`config.mk`:
```
export PLATFORM = sky130hd
export DESIGN_NAME = dram_phase_arbiter
export DESIGN_NICKNAME = d
export VERILOG_FILES = /design/src/rtl/dram_phase_arbiter.sv
export SDC_FILE = /design/constraint.sdc
export NUM_CORES = 1
export LEC_CHECK = 0
export ABC_CLOCK_PERIOD_IN_PS = 1600
export BUFFER_PORTS_ARGS = -buffer_cell sky130_fd_sc_hd__clkbuf_2
export CORE_AREA = 5 5 92 94
export DETAILED_ROUTE_END_ITERATION = 8
export DIE_AREA = 0 0 97 99
export MAX_ROUTING_LAYER = met4
export PLACE_DENSITY_LB_ADDON = 0.12
export SLEW_MARGIN = 10
export SYNTH_ARGS = -nofsm -noshare
export SYNTH_HDL_FRONTEND = slang
export SYNTH_SLANG_ARGS = --single-unit
```
`constraint.sdc`:
```
create_clock -name clk -period 1.6 [get_ports clk]
set_input_delay 0.32 -clock clk [delete_from_list [all_inputs] [get_ports clk]]
set_output_delay 0.32 -clock clk [all_outputs]
set_load 0.005 [all_outputs]
```
`src/rtl/dram_phase_arbiter.sv`:
```
// dram_phase_arbiter: sequences the image DRAM through load -> process -> dump
// phases and arbitrates the rx writer, downsampler read/write ports and the
// tx retriever onto the single DRAM port.
// Optional feature macro: DRAM_ARB_DEBUG_PORT_EN (drives ram_addr from dbg_addr in IDLE).
module dram_phase_arbiter #(
    parameter int unsigned ADDR_W = 16,
    parameter int unsigned DATA_W = 8
) (
    input  logic              clk,
    input  logic              rst_n,
    input  logic [3:0]        req,
    input  logic [ADDR_W-1:0] req_addr0,
    input  logic [ADDR_W-1:0] req_addr1,
    input  logic [ADDR_W-1:0] req_addr2,
    input  logic [ADDR_W-1:0] req_addr3,
    input  logic [DATA_W-1:0] req_wdata0,
    input  logic [DATA_W-1:0] req_wdata2,
    output logic [3:0]        gnt,
    output logic [3:0]        rd_valid,
    output logic [DATA_W-1:0] rd_data,
    input  logic              load_done,
    input  logic              proc_done,
    input  logic              dump_done,
    input  logic              start_dump,
    output logic [ADDR_W-1:0] ram_addr,
    output logic [DATA_W-1:0] ram_wdata,
    output logic              ram_we,
    input  logic [DATA_W-1:0] ram_q,
    output logic [1:0]        phase,
    output logic [15:0]       xfer_count,
    input  logic [ADDR_W-1:0] dbg_addr
);

    localparam int unsigned CNT_W = 16;
    localparam int unsigned NREQ  = 4;

    typedef enum logic [1:0] {
        LOAD = 2'b00,
        PROC = 2'b01,
        IDLE = 2'b10,
        DUMP = 2'b11
    } state_e;

    // Read-capable ports whose grants produce a delayed rd_valid pulse
    localparam logic [NREQ-1:0] RD_PORTS = 4'b1010;

    state_e            state_q, state_d;
    logic [1:0]        last_q, last_d;
    logic              dump_pend_q, dump_pend_d;
    logic [NREQ-1:0]   gnt_q, gnt_d;
    logic [NREQ-1:0]   rd_valid_q, rd_valid_d;
    logic [ADDR_W-1:0] ram_addr_q, ram_addr_d;
    logic [DATA_W-1:0] ram_wdata_q, ram_wdata_d;
    logic              ram_we_q, ram_we_d;
    logic [CNT_W-1:0]  xfer_count_q, xfer_count_d;

`ifndef DRAM_ARB_DEBUG_PORT_EN
    // Debug address only feeds the DRAM when the debug port is built in
    logic unused_dbg_addr;
    assign unused_dbg_addr = ^dbg_addr;
`endif

    // Phase sequencing, per-phase arbitration and DRAM command selection
    always_comb begin
        state_d      = state_q;
        last_d       = last_q;
        dump_pend_d  = dump_pend_q | start_dump;
        gnt_d        = '0;
        ram_addr_d   = ram_addr_q;
        ram_wdata_d  = ram_wdata_q;
        ram_we_d     = 1'b0;
        rd_valid_d   = gnt_q & RD_PORTS;
        xfer_count_d = xfer_count_q;

        case (state_q)
            LOAD: begin
                gnt_d[0] = req[0];
                if (load_done) state_d = PROC;
            end
            PROC: begin
                if (req[1] && req[2]) begin
                    if (last_q == 2'd2) gnt_d[1] = 1'b1;
                    else                gnt_d[2] = 1'b1;
                end else begin
                    gnt_d[1] = req[1];
                    gnt_d[2] = req[2];
                end
                if (gnt_d[1])      last_d = 2'd1;
                else if (gnt_d[2]) last_d = 2'd2;
                if (proc_done) state_d = IDLE;
            end
            IDLE: begin
                if (dump_pend_q) begin
                    state_d     = DUMP;
                    dump_pend_d = start_dump;
                end
            end
            DUMP: begin
                gnt_d[3] = req[3];
                if (dump_done) state_d = IDLE;
            end
            default: state_d = LOAD;
        endcase

        if (gnt_d[0]) begin
            ram_addr_d  = req_addr0;
            ram_wdata_d = req_wdata0;
            ram_we_d    = 1'b1;
        end else if (gnt_d[1]) begin
            ram_addr_d  = req_addr1;
        end else if (gnt_d[2]) begin
            ram_addr_d  = req_addr2;
            ram_wdata_d = req_wdata2;
            ram_we_d    = 1'b1;
        end else if (gnt_d[3]) begin
            ram_addr_d  = req_addr3;
`ifdef DRAM_ARB_DEBUG_PORT_EN
        end else if (state_q == IDLE) begin
            ram_addr_d  = dbg_addr;
`endif
        end

        if (state_d != state_q)  xfer_count_d = '0;
        else if (|gnt_d)         xfer_count_d = xfer_count_q + CNT_W'(1);
    end

    // State and registered outputs
    always_ff @(posedge clk or negedge rst_n) begin
        if (!rst_n) begin
            state_q      <= LOAD;
            last_q       <= 2'd2;
            dump_pend_q  <= 1'b0;
            gnt_q        <= '0;
            rd_valid_q   <= '0;
            ram_addr_q   <= '0;
            ram_wdata_q  <= '0;
            ram_we_q     <= 1'b0;
            xfer_count_q <= '0;
        end else begin
            state_q      <= state_d;
            last_q       <= last_d;
            dump_pend_q  <= dump_pend_d;
            gnt_q        <= gnt_d;
            rd_valid_q   <= rd_valid_d;
            ram_addr_q   <= ram_addr_d;
            ram_wdata_q  <= ram_wdata_d;
            ram_we_q     <= ram_we_d;
            xfer_count_q <= xfer_count_d;
        end
    end

    assign gnt        = gnt_q;
    assign rd_valid   = rd_valid_q;
    assign rd_data    = ram_q;
    assign ram_addr   = ram_addr_q;
    assign ram_wdata  = ram_wdata_q;
    assign ram_we     = ram_we_q;
    assign phase      = state_q;
    assign xfer_count = xfer_count_q;

endmodule
```
==> run summary <==
The run finished, with violations left. The final reports fail on hold timing, setup timing. The logs give 2810 for the number of global-route vias before repair and 1.91 ns for the signal arrival time at the worst endpoint. The total power is 3.44 mW. STA classifies the critical path startpoint as a flop. The critical path goes through nand3b_1 -> a31oi_4 -> buf_12 -> nand3_4 -> buf_12 -> o22a_1. Of the total power, the share spent switching nets is 29.9%. The tools report the root cell of the clock tree as clkbuf_8. After clock tree synthesis, the clock-pin slew on the worst setup and hold paths is 0.10 ns. Once the floorplan was initialized, standard cells occupied 38.5% of the core. The delay of the slowest cell on the worst path was 0.56 ns; the data required time at the worst endpoint was 1.79 ns. Summing the sequential cell areas from Yosys gives 44.7% of the chip area. Across every metal layer, demand over resource in global routing totals 17.8%. VDD sags by at most 0.452 mV.

In this run the core area contains 32 standard-cell rows. The wire length of the first global-routing pass is 13600 µm, and the number of buffers on the longest clock path is 2. Counting the fill cells in the layout gives 748.

The cell area after technology mapping was 0.00291 mm²; the count of nets after finishing was 597. Summing all non-filler instances in the final layout gives an area of 0.00410 mm². The sequential group share of total power is 50.1%, and the area added between synthesis and finish is 40.7%. In this run, the number of DRC markers left after iteration 0 of detailed routing was 84. Counting flops with a built-in enable in the synthesized netlist gives 0. The post-route fraction of the period consumed by the critical path was 107%. The routed design could run at a clock period as short as 1.71 ns. The net switching component of the power was 1.03 mW; the critical path buffer and inverter count was 2. The mean post-synth cell area was 8.85 µm²; the number of sinks driven by the clock tree was 52. During synthesis, Yosys emitted a total of 0 warnings. The count of nets left with antenna violations once routing finished came out at 0.

The via-per-instance ratio was 4.96. The most numerous cell type found on the critical path is buf_12. The number of top-level design ports was 173. The analysis attributes to cell leakage a power of 2.02 nW. The number of buffers inserted for hold repair after clock tree synthesis is 0. Detailed placement finished with a half-perimeter wire length of 6180 µm. Grouping stages by cell kind, the critical path spends the most delay in flip-flops. The worst-path maximum fanout was 28. Sort of element at the end of the critical path: a flop. The total area inside the core boundary comes to 0.00757 mm². Number of antenna violations at the first check in global routing: 0. The final max-slew violation count was 0. The path class of the tightest hold or removal check is primary input to asynchronous set/reset pin. The clock network fraction of design power was 23.2%; the number of cell instances on the worst register-to-register path was 6. The clock latency at the later pin of the worst-skew pair was 0.30 ns. The fraction of final layout cells with drive strength greater than 1 was 42.9%; the power density of the placed cells was 840 mW/mm².

In the synthesized netlist the dominant register cell turns out to be dfrtp_1. Max-cap violations in this run came to 0. The share of total power dissipated in combinational logic is 26.6%. In this run the vertical extent of the chip is 99 µm. The critical path runs through a total of 6 cells. The first-pass iteration count of the detailed router is 4, and the total global routing overflow is 0.

0 antenna diodes ended up in the layout. For this run, asynchronously set or reset flops after synthesis account for 100%. Entering global routing, the biggest net connects 53 pins. The tools report the post-synthesis cell type count as 40. Worst reg2reg path endpoint: ram_addr[11]$_DFFE_PN0P_. TritonCTS built the clock tree. The logs give -0.00620 ns for the worst-case hold slack and 0.583 GHz for the top achievable clock speed.

The final setup violation count came out at 29. Synthesis handed over a netlist of 329 instances. The count of final hold-check violations is 7. Across the routed clock network, the largest skew measured is 0.00506 ns. After detailed routing, the average wire length per cell comes to 14.9 µm.

For this run, design rule violations remaining after detail routing come to 0. During placement, the flow inserted port buffers numbering 138. The startpoint identified for the worst register-to-register timing path is last_q[1]$_DFFE_PN1P_.

The design internal power was 2.41 mW; the H-tree level count was 2. Summed over all layers, the routed wires come to 8700 µm. The horizontal die dimension is 97 µm. Among all stages on the critical path, the largest delay is contributed by dfstp_2. Clock tree synthesis inserted a total of 5 buffers. Routability-driven placement finished with a final weighted congestion of 0.785. The critical path in this run is classified as flop to flop. The placed instances occupy a cell area of 0.00382 mm².

The number of register bits inferred by synthesis is 52. The die covers 0.00960 mm². The run gives -0.11 ns as the worst setup slack for register-to-register paths. The total via count in the routed design came out at 2901.

Setup repair after global routing could not meet its margin everywhere. The setup slack after layout was -0.115 ns.
-- stage by stage --
step | utilization, % | setup WS, ns | TNS, ns | cells
after floorplan | - | -0.00866 | -0.0259 | 330
after global placement | 50.5 | -0.0459 | -0.465 | 568
after detailed placement | 50.5 | -0.102 | -1.28 | 568
after CTS | 52.3 | -0.0983 | -1.77 | 578
after global routing | 54.2 | -0.171 | -4.22 | 585
final | 54.2 | -0.115 | -2.26 | 585
-- worst reg2reg max path: stages, from the launching register on --
cell and delay (ns):
dfstp_2 0.56, nand3b_1 0.16, a31oi_4 0.25, buf_12 0.15, nand3_4 0.10, buf_12 0.18, o22a_1 0.21
-- synth_stat cells (2+ instances only) --
library cell / count / area, µm²
nor2_1: 23 / 86.3
clkbuf_1: 8 / 30.0
nand2b_1: 3 / 18.8
a311oi_1: 4 / 35.0
o22a_1: 16 / 140
a311oi_2: 3 / 45.0
buf_6: 5 / 56.3
and3_1: 3 / 18.8
nand3_1: 9 / 45.0
o21ai_0: 18 / 90.1
buf_1: 2 / 7.51
a31oi_1: 30 / 188
inv_1: 8 / 30.0
and2_1: 2 / 12.5
dfrtp_1: 51 / 1280
nand4_1: 3 / 18.8
buf_4: 14 / 105
nand2_1: 88 / 330
nand3_2: 2 / 20.0
a21o_1: 3 / 22.5
buf_2: 2 / 10.0
xnor2_1: 14 / 123
-- sequential cells by signal (all words and copies together), names as in the netlist --
register     flops
ram_addr        16
xfer_count      16
ram_wdata        8
gnt              4
last_q           2
phase            2
rd_valid         2
dump_pend_q      1
ram_we           1
-- per-layer routing --
| layer | vias up | routed length, µm | track usage, % |
|---|---|---|---|
| met5 | - | 0 | - |
| met4 | 0 | 110 | 4.54 |
| met3 | 10 | 687 | 5.10 |
| met2 | 112 | 3990 | 27.5 |
| met1 | 1345 | 3910 | 23.0 |
| li1 | 1434 | - | - |
-- final cells by class --
class | instances | area (µm²) | share of cell area, %
multi-input cells | 238 | 1450 | 35.4
flip-flops and latches | 52 | 1310 | 31.8
repair buffers | 175 | 1080 | 26.3
well taps | 102 | 128 | 3.11
clock buffers | 6 | 82.6 | 2.02
inverters | 10 | 40.0 | 0.977
clock inverters | 2 | 15.0 | 0.366
-- how the worst max path moves through the flow --
stage	startpoint	end	slack, ns
after detailed placement	phase[1]$_DFF_PN0_	xfer_count[15]$_DFFE_PN0P_	-0.10
after floorplan	phase[1]$_DFF_PN0_	xfer_count[11]$_DFFE_PN0P_	-0.009
final	last_q[1]$_DFFE_PN1P_	ram_addr[11]$_DFFE_PN0P_	-0.11
after global placement	phase[1]$_DFF_PN0_	xfer_count[9]$_DFFE_PN0P_	-0.05
after CTS	last_q[1]$_DFFE_PN1P_	ram_addr[11]$_DFFE_PN0P_	-0.1
after global routing	last_q[1]$_DFFE_PN1P_	ram_addr[11]$_DFFE_PN0P_	-0.17
-- kinds of logic after synthesis --
group | synth area share [%]
AND/OR/NAND/NOR | 21.5
AO/OA/AOI/OAI | 19.3
flip-flops | 44.7
buffers and inverters | 8.55
XOR/XNOR | 4.21
multiplexers | 1.12
adder cells (fa/ha/maj) | 0.430
other | 0.129
-- cells in the final DEF, fill, tap and decap left out, drive strengths merged, types with 7 or more instances in the layout --
cell	Yosys	final
a311oi	7	7
nand2	89	89
nor2	24	24
a31oi	31	31
clkbuf	8	145
inv	10	10
dfrtp	51	51
nand3	11	11
o22a	16	16
o21ai	18	18
xnor2	14	14
buf	23	36
-- what timing repair did --
item	CTS	global route
buffers inserted	1	6
endpoints found under the setup margin	31	38
gates cloned	1	1
gates resized for setup	4	9
pin swaps	1	7
-- power by group through the flow --
stage	Combinational (mW)	Sequential (mW)	Clock, mW
CTS	0.915	1.73	0.824
global route	1.02	1.76	0.875
finish	0.917	1.72	0.799
global placement	0.880	1.74	0
detailed placement	0.900	1.74	0
floorplan	0.420	1.74	0
Note: power is estimated with default switching activity, not from simulation.
